==> src/rtl/hazard_pkg.sv <==
// Shared definitions for the pipeline hazard controller.
// Holds the controller state encoding, register-index width and the x0 index.
package hazard_pkg;

    localparam logic RUN  = 1'b0;
    localparam logic WAIT = 1'b1;

    localparam int REG_IDX_W = 5;
    localparam logic [REG_IDX_W-1:0] X0 = 5'd0;

    // Wide enough for the largest legal MEM_TIMEOUT (255).
    localparam int WAIT_CNT_W = 8;

    typedef enum logic {
        ST_RUN  = RUN,
        ST_WAIT = WAIT
    } state_e;

endpackage

==> src/rtl/hazard_load_use_detect.sv <==
// Load-use hazard detector: flags an ID instruction that reads the register
// a load in EX is about to write. Purely combinational.
// Ports:
//   id_rs1_i, id_rs2_i       source indices of the ID instruction
//   id_uses_rs1_i/_rs2_i     ID instruction actually reads that source
//   ex_rd_i                  destination of the EX instruction
//   ex_mem_read_i            EX instruction is a load
//   lu_hazard_o              a bubble is required
module hazard_load_use_detect
    import hazard_pkg::*;
(
    input  logic [REG_IDX_W-1:0] id_rs1_i,
    input  logic [REG_IDX_W-1:0] id_rs2_i,
    input  logic                 id_uses_rs1_i,
    input  logic                 id_uses_rs2_i,
    input  logic [REG_IDX_W-1:0] ex_rd_i,
    input  logic                 ex_mem_read_i,
    output logic                 lu_hazard_o
);

    logic rs1_match;
    logic rs2_match;

    assign rs1_match = id_uses_rs1_i && (id_rs1_i == ex_rd_i);
    assign rs2_match = id_uses_rs2_i && (id_rs2_i == ex_rd_i);

    // A load into x0 never produces a value, so it cannot create a hazard.
    assign lu_hazard_o = ex_mem_read_i && (ex_rd_i != X0) && (rs1_match || rs2_match);

endmodule

==> src/rtl/hazard_ctrl.sv <==
// Pipeline hazard controller for the 5-stage core.
// Issues PC/IF-ID enables, per-stage flushes and a global hold in response to
// load-use hazards, taken branches resolved in MEM, and multi-cycle data
// memory accesses (with a timeout that abandons a stuck access).
// Ports:
//   clk, rst                        clock, asynchronous active-high reset
//   id_rs1, id_rs2, id_uses_rs1/2   ID instruction source operands
//   ex_rd, ex_MemRead               EX instruction destination / load flag
//   mem_Branch, mem_zero            MEM-stage branch resolution
//   dmem_req, dmem_ready            MEM-stage data memory handshake
//   pc_enable, pc_sel_branch        PC update control
//   if_id_enable, if_id_flush       IF/ID register control
//   id_ex_flush, ex_mem_flush       bubble insertion for later stages
//   pipe_hold                       freeze ID/EX, EX/MEM, MEM/WB
//   mem_timeout                     sticky: an access was abandoned
//   stall_cycles, flush_events      saturating performance counters
//
// state   | meaning
// RUN     | pipeline flowing, no memory access outstanding
// WAIT    | frozen on an outstanding data-memory access, wait_cnt counting
module hazard_ctrl
    import hazard_pkg::*;
#(
    parameter int MEM_TIMEOUT = 16,
    parameter int CNT_W       = 16
) (
    input  logic                 clk,
    input  logic                 rst,
    input  logic [REG_IDX_W-1:0] id_rs1,
    input  logic [REG_IDX_W-1:0] id_rs2,
    input  logic                 id_uses_rs1,
    input  logic                 id_uses_rs2,
    input  logic [REG_IDX_W-1:0] ex_rd,
    input  logic                 ex_MemRead,
    input  logic                 mem_Branch,
    input  logic                 mem_zero,
    input  logic                 dmem_req,
    input  logic                 dmem_ready,
    output logic                 pc_enable,
    output logic                 pc_sel_branch,
    output logic                 if_id_enable,
    output logic                 if_id_flush,
    output logic                 id_ex_flush,
    output logic                 ex_mem_flush,
    output logic                 pipe_hold,
    output logic                 mem_timeout,
    output logic [CNT_W-1:0]     stall_cycles,
    output logic [CNT_W-1:0]     flush_events
);

    localparam logic [WAIT_CNT_W-1:0] TMO_LAST = WAIT_CNT_W'(MEM_TIMEOUT - 1);

    state_e                  state_q, state_d;
    logic [WAIT_CNT_W-1:0]   wait_cnt_q, wait_cnt_d;
    logic                    mem_timeout_q, mem_timeout_d;
    logic [CNT_W-1:0]        stall_q, stall_d;
    logic [CNT_W-1:0]        flush_q, flush_d;

    logic lu_hazard;
    logic br_taken;
    logic force_release;
    logic mem_wait;

    hazard_load_use_detect u_lu_detect (
        .id_rs1_i      (id_rs1),
        .id_rs2_i      (id_rs2),
        .id_uses_rs1_i (id_uses_rs1),
        .id_uses_rs2_i (id_uses_rs2),
        .ex_rd_i       (ex_rd),
        .ex_mem_read_i (ex_MemRead),
        .lu_hazard_o   (lu_hazard)
    );

    assign br_taken      = mem_Branch && mem_zero;
    // On the last allowed wait cycle the access is dropped and the pipe moves on.
    assign force_release = (state_q == ST_WAIT) && (wait_cnt_q == TMO_LAST) && !dmem_ready;
    assign mem_wait      = dmem_req && !dmem_ready && !force_release;

    always_ff @(posedge clk or posedge rst) begin
        if (rst) begin
            state_q       <= ST_RUN;
            wait_cnt_q    <= '0;
            mem_timeout_q <= 1'b0;
            stall_q       <= '0;
            flush_q       <= '0;
        end else begin
            state_q       <= state_d;
            wait_cnt_q    <= wait_cnt_d;
            mem_timeout_q <= mem_timeout_d;
            stall_q       <= stall_d;
            flush_q       <= flush_d;
        end
    end

    always_comb begin
        state_d       = state_q;
        wait_cnt_d    = wait_cnt_q;
        mem_timeout_d = mem_timeout_q | force_release;

        case (state_q)
            ST_RUN: begin
                if (mem_wait) begin
                    state_d    = ST_WAIT;
                    wait_cnt_d = WAIT_CNT_W'(1);
                end else begin
                    wait_cnt_d = '0;
                end
            end
            ST_WAIT: begin
                if (force_release || !mem_wait) begin
                    state_d    = ST_RUN;
                    wait_cnt_d = '0;
                end else begin
                    wait_cnt_d = wait_cnt_q + WAIT_CNT_W'(1);
                end
            end
            default: begin
                state_d    = ST_RUN;
                wait_cnt_d = '0;
            end
        endcase
    end

    // Counters: a branch overrides a coincident load-use stall, and a memory
    // freeze masks a coincident branch (it is re-seen after the unfreeze).
    always_comb begin
        stall_d = stall_q;
        flush_d = flush_q;
        if ((mem_wait || (lu_hazard && !br_taken)) && (stall_q != '1)) begin
            stall_d = stall_q + CNT_W'(1);
        end
        if (br_taken && !mem_wait && (flush_q != '1)) begin
            flush_d = flush_q + CNT_W'(1);
        end
    end

    always_comb begin
        pc_enable     = 1'b0;
        pc_sel_branch = 1'b0;
        if_id_enable  = 1'b0;
        if_id_flush   = 1'b0;
        id_ex_flush   = 1'b0;
        ex_mem_flush  = 1'b0;
        pipe_hold     = 1'b0;
        if (!rst) begin
            if (mem_wait) begin
                pipe_hold = 1'b1;
            end else if (br_taken) begin
                pc_enable     = 1'b1;
                pc_sel_branch = 1'b1;
                if_id_enable  = 1'b1;
                if_id_flush   = 1'b1;
                id_ex_flush   = 1'b1;
                ex_mem_flush  = 1'b1;
            end else if (lu_hazard) begin
                id_ex_flush = 1'b1;
            end else begin
                pc_enable    = 1'b1;
                if_id_enable = 1'b1;
            end
        end
    end

    assign mem_timeout  = mem_timeout_q;
    assign stall_cycles = stall_q;
    assign flush_events = flush_q;

endmodule

==> config.mk <==
export PLATFORM = sky130hd
export DESIGN_NAME = hazard_ctrl
export DESIGN_NICKNAME = d
export VERILOG_FILES = /design/src/rtl/hazard_pkg.sv /design/src/rtl/hazard_load_use_detect.sv /design/src/rtl/hazard_ctrl.sv
export SDC_FILE = /design/constraint.sdc
export NUM_CORES = 1
export LEC_CHECK = 0
export CORE_ASPECT_RATIO = 0.75
export CORE_UTILIZATION = 45
export DETAILED_ROUTE_END_ITERATION = 16
export PLACE_DENSITY = 0.81
export SYNTH_ARGS = -nofsm -noshare
export SYNTH_HDL_FRONTEND = slang
export SYNTH_SLANG_ARGS = --single-unit
==> constraint.sdc <==
create_clock -name clk -period 3.32 [get_ports clk]
set_input_delay 0.996 -clock clk [delete_from_list [all_inputs] [get_ports clk]]
set_output_delay 0.996 -clock clk [all_outputs]
set_load 0.005 [all_outputs]
**After elaboration in Yosys (flattened, before gate mapping)**

Index checks and enable logic that the tools add are counted.

- Reductions and logical operators: 21
- Muxes and demuxes: 18
- Divide/modulo/power cells: 0
- Bitwise gates (word level): 2
- Add/subtract/negate cells: 3
- Order comparisons: 0
- Shift operators: 0
- $mul: 0
- Eq/ne operators: 5

Operators with widths:

| operator | count |
|---|---|
| 16-bit by 1-bit adder with 16-bit output (second input constant) | 2 |
| 16-bit inequality test (second input constant) | 2 |
| 8-bit case mux with 2 select lines | 1 |
| 1-bit 2-to-1 mux | 15 |
| 1-bit logical AND | 13 |
| 5-bit equality test | 2 |
| 8-bit by 1-bit adder with 8-bit output (second input constant) | 1 |
| 8-bit by 4-bit equality test with 1-bit output (second input constant) | 1 |
| 8-bit 2-to-1 mux | 1 |
| 5-bit nonzero test | 1 |
| 1-bit zero test | 4 |
| 1-bit logical OR | 3 |
| 1-bit case mux with 2 select lines | 1 |
| 1-bit NOT | 1 |
| 1-bit bitwise OR | 1 |

- Bits in latches: 0
- Bits of input ports: 24
- Memories kept: 0
- Word-level logic and storage cells: 54
- Flip-flop bits (word level): 42
- Bits in writable memories: 0
- Output and inout port bits: 40
- Bits in read-only memories: 0

**Logic depth before layout (Yosys ltp)**

Gate-level depths: netlist of the first run.

- Word-level depth: 9
- Mapped depth: 8
- Gate-level depth less buffers: 8

**Modules after synthesis**

Synthesis of the first run repeated with hierarchy kept, for this count alone.

- Cells, all modules: 201
- Area total of the unflattened synthesis: 2175.8 sq um

Modules (own cells, without submodules):

| module | cells an instance | sequential area each (sq um) | times used | area an instance (sq um) |
|---|---|---|---|---|
| hazard_ctrl | 184 | 1051.0 | 1 | 2042.0 |
| hazard_load_use_detect | 17 | 0.0 | 1 | 133.9 |

**Worst setup path after synthesis of the first run**

Ideal clock, no wire load.

- Path type: input-to-output
- Start: input ex_rd[1]
- End: output pc_enable
- Stages: 5
- Path buffers: 1
- Arrival: 2.271 ns
- Slack: 0.053 ns
- Data required time: 2.324 ns
- Path through: or4_1 > o21ai_2 > a21oi_1 > a211oi_1 > buf_4

- Cells in the longest elaborated chain, start to end: 8
- Elaborated cells on any way between the ends: 12
- Classes of those cells: eq/ne: 2; mux: 4; reduce/logical: 6

RTL lines:

| item | RTL line | RTL |
|---|---|---|
| start, declared | hazard_ctrl.sv:33 | `input logic [REG_IDX_W-1:0] ex_rd,` |
| 5-bit equality test (on tied branches) | hazard_load_use_detect.sv:24, hazard_load_use_detect.sv:25 |  |
| 1-bit logical AND (on tied branches) | hazard_load_use_detect.sv:24, hazard_load_use_detect.sv:25 |  |
| 1-bit logical OR | hazard_load_use_detect.sv:28 | `assign lu_hazard_o = ex_mem_read_i && (ex_rd_i != X0) && (rs1_match \|\| rs2_match);` |
| 1-bit logical AND (*) | hazard_load_use_detect.sv:28 |  |
| 1-bit 2-to-1 mux (*) (4 in series) | -- |  |
| end, declared | hazard_ctrl.sv:39 | `output logic pc_enable,` |

Every way passes the cells marked *; elsewhere a longest branch is shown, timed or not.

**Worst setup path after layout of the first run**

- Start: input id_rs1[4]
- End: output id_ex_flush

- Cells in the longest elaborated chain, start to end: 8

RTL lines:

| item | RTL line | RTL |
|---|---|---|
| start, declared | hazard_ctrl.sv:29 | `input logic [REG_IDX_W-1:0] id_rs1,` |
| 5-bit equality test | hazard_load_use_detect.sv:24 | `assign rs1_match = id_uses_rs1_i && (id_rs1_i == ex_rd_i);` |
| 1-bit logical AND | hazard_load_use_detect.sv:24 |  |
| 1-bit logical OR | hazard_load_use_detect.sv:28 |  |
| 1-bit logical AND | hazard_load_use_detect.sv:28 |  |
| 1-bit 2-to-1 mux | hazard_ctrl.sv:155 | `end else if (lu_hazard) begin` |
| 1-bit 2-to-1 mux | hazard_ctrl.sv:148 | `end else if (br_taken) begin` |
| 1-bit 2-to-1 mux | hazard_ctrl.sv:146 | `if (mem_wait) begin` |
| 1-bit 2-to-1 mux | hazard_ctrl.sv:145 | `if (!rst) begin` |
| end, declared | hazard_ctrl.sv:43 | `output logic id_ex_flush,` |

No other way between the ends.

==> impl_metrics.ini, run 1 <==
[timing]
period_minus_ws_final_ns = 3.339
maxSlewViolCount = 0
clock-skew-final_ns = 0.008291
finalSetupTns_ns = -0.01865
slew-limit-headroom_pct = 65.09
setup-violations-final = 1
final_min_period_over_clock_period_pct = 100.6
report.final.hold_viol_count = 0
fmax_ghz = 0.2995
worst_slew_pin_slew_ns = 0.5237
finalWorstSetupSlack_ns = -0.01865

[detailed_routing]
post_drt_via_cell_ratio = 5.224
drt.antenna.violating_nets = 0
wl_per_cell_um = 15.29
dr.first_iter.drc_count = 90
total_number_of_vias = 1818
drt-pass1-iter-count = 4
drcViolationCount = 0
drt-total-wl_mm = 5.320

[global_route]
grt_pass1_vias = 1720
largest_net_degree_at_the_start_of_global_routing = 43
global_route_wire_length_before_repair_mm = 8.266
antenna_found_initial = 0
globalRouteTotalUtil_pct = 22.28
grt_util_met3_pct = 5.839
grtUsageMet1_pct = 32.07
grt.met2_usage_pct = 33.41
busiest_layer = met2
grt_overflow = 0

[placement]
detailed_place_hpwl_mm = 3.680
gp_routability_congestion = 0.8531
place.port_buffers = 63

[worst_setup_path]
worst_ep_required_time_ns = 2.32
crit_slowest_cell = o22ai_4
cpPeakStageDelay_ns = 0.28
critical_path.max_fanout = 2
worstPathArrival_ns = 2.34
worstSetupEndpointType = output pin
setup.worst_path.start_class = input port
crit_chain = dlygate4sd2_1, xnor2_2, nand4_1, o22ai_4, nand2b_4, a211oi_2, buf_2
regToRegSetupSlack_ns = 0.96
path_class = in2out

[synthesis]
synth_top_flop_cell = dfrtp_1
top_cell_type_s_share_of_synthesized_area_pct = 48.84
postSynthAreaPerCell_um2 = 10.40
synthesis.yosys.warnings = 0
synth.area.top_cells = dfrtp_1 (49%), xnor2_1 (9.4%), xor2_1 (8.5%), nor2_1 (4.0%), nand2_1 (3.5%)
synth_seq_area_share_pct = 48.84
synth-edff-count = 0
syn_inst = 207
async_reset_ff_share_pct = 100.0
syn_nets = 234
synth.top_cells.by_count = dfrtp_1 (42), nor2_1 (23), xnor2_1 (23), xor2_1 (21), nand2_1 (20)
synth.largest_area_cell = dfrtp_1
yosys.cell_count.top_type = dfrtp_1
synth_cell_type_count = 37
ys_ff_latch = 42
synth_cell_area_um2 = 2152

[die]
floorplan.initialDensity_pct = 47.62
floorplan.io_pins = 64
rows = 21
floorplan.die.height_um = 61.89
die-width_um = 81.85
core_region_area_um2 = 4519
fp.dieArea_um2 = 5066

[cells_and_area]
area_delta_synth_final_pct = 46.05
fill_cells = 330
fin_nets = 317
postLayoutCoreUtil_pct = 69.55
share_of_cells_above_drive_strength_1_pct = 19.59
n_antenna_cell = 0

[clock_network]
cts_root_buf = clkbuf_8
holdBufCountCts = 0
worstSkewPairLatency_ns = 0.30
tritoncts_num_sinks = 42
tritoncts = yes
worst_setup_hold_path_clk_slew_ns = 0.08
ctsHtreeMaxLevel = 2
number_of_cts_inserted_buffers = 5
clockBufferDepth = 2

[run_status]
status = finished, violations left
failed_checks = negative setup slack

[power_and_ir_drop]
powerDensity_nw_per_um2 = 451.0
reported_leakage_power_nw = 1.447
power.ir.vdd_worst_mv = 0.4326

[run]
max_cap_viol_count = 0

[hold_path]
hold_path_class = reg2reg
-- flip-flops by register name, summed over array words and instances, names as in the netlist --
signal / flops
flush_events: 16
stall_cycles: 16
wait_cnt_q: 8
mem_timeout: 1
state_q: 1
-- cells in the final DEF (no fill, tap or decap), types with 6 or more instances in the layout --
master           synthesis  final
and3_1                   6      6
buf_4                    3     11
clkdlybuf4s50_1          0     41
dfrtp_1                 42     42
dlygate4sd2_1            0     13
nand2_1                 20     20
nand3_1                  9      9
nand4_1                 10     10
nor2_1                  23     23
nor3_1                   9      8
xnor2_1                 23     16
xnor2_2                  0      7
xor2_1                  21     21
-- kinds of logic after synthesis --
logic type	count (synthesis)	synth area share, %
AND/OR/NAND/NOR	92	22.04
XOR/XNOR	45	18.66
flip-flops	42	48.84
AO/OA/AOI/OAI	12	4.419
buffers and inverters	10	2.733
multiplexers	3	1.570
adder cells (fa/ha/maj)	3	1.744
-- metal layers --
metal | vias to the layer above | wire, µm
li1 | 871 | -
met1 | 895 | 2582
met2 | 48 | 2434
met3 | 4 | 252
met4 | 0 | 50
met5 | - | 0
-- metrics by stage --
stage	instance area, µm²	hold slack, ns	std cells	power (mW)	worst slack, ns
2_1_floorplan	2152	0.4438	207	0.8321	0.05301
3_3_place_gp	2945	0.4534	338	1.068	-0.6721
3_5_place_dp	2945	0.4608	338	1.084	-0.7378
4_1_cts	3067	0.4765	348	1.414	0.002574
5_1_grt	3143	0.5084	348	1.503	-0.04724
6_report	3143	0.4729	348	1.417	-0.01865
-- path summary, 6_finish.rpt --
path,from,depth (start not counted),endpoint
worst max-delay path,id_rs1[4],7,id_ex_flush
worst min-delay path,mem_timeout,1,mem_timeout
max in group asynchronous,rst,4,stall_cycles[4]
min in group asynchronous,rst,4,wait_cnt_q[5]
worst max register to register,wait_cnt_q[0],10,flush_events[5]
worst min register to register,mem_timeout,1,mem_timeout
-- layout make-up --
cell class,count,area (µm²),share of cell area (%)
multi-input cells,155,1167,37.14
clock buffers,6,72.57,2.309
flip-flops and latches,42,1051,33.44
repair buffers,80,742.0,23.61
inverters,6,25.02,0.7962
well taps,57,71.32,2.269
clock inverters,2,13.76,0.4379
-- critical path, delay by kind of cell --
kind,cells,cell delay (ns)
AND/OR/NAND/NOR,2,0.30
buffers and inverters,2,0.42
AO/OA/AOI/OAI,2,0.49
XOR/XNOR,1,0.14
-- report_power, final --
| part | leakage (nW) | internal, mW | switching, mW |
|---|---|---|---|
| combinational | 0.847 | 0.246 | 0.147 |
| sequential | 0.554 | 0.586 | 0.112 |
| clock | 0.0452 | 0.148 | 0.177 |
-- timing repair --
| action | 4_1_cts | 5_1_grt |
|---|---|---|
| buffers inserted | 2 | 1 |
| pin swaps | 11 | 10 |
| gates resized for setup | 46 | 20 |
| endpoints found under the setup margin | 7 | 4 |
Power figures use the tool's default switching activity.
==> run 2: changes to the inputs <==
ABC_CLOCK_PERIOD_IN_PS = 3320   (was default)
==> results of run 2 <==
Final layout, timing and power as in run 1 (identical DEF).
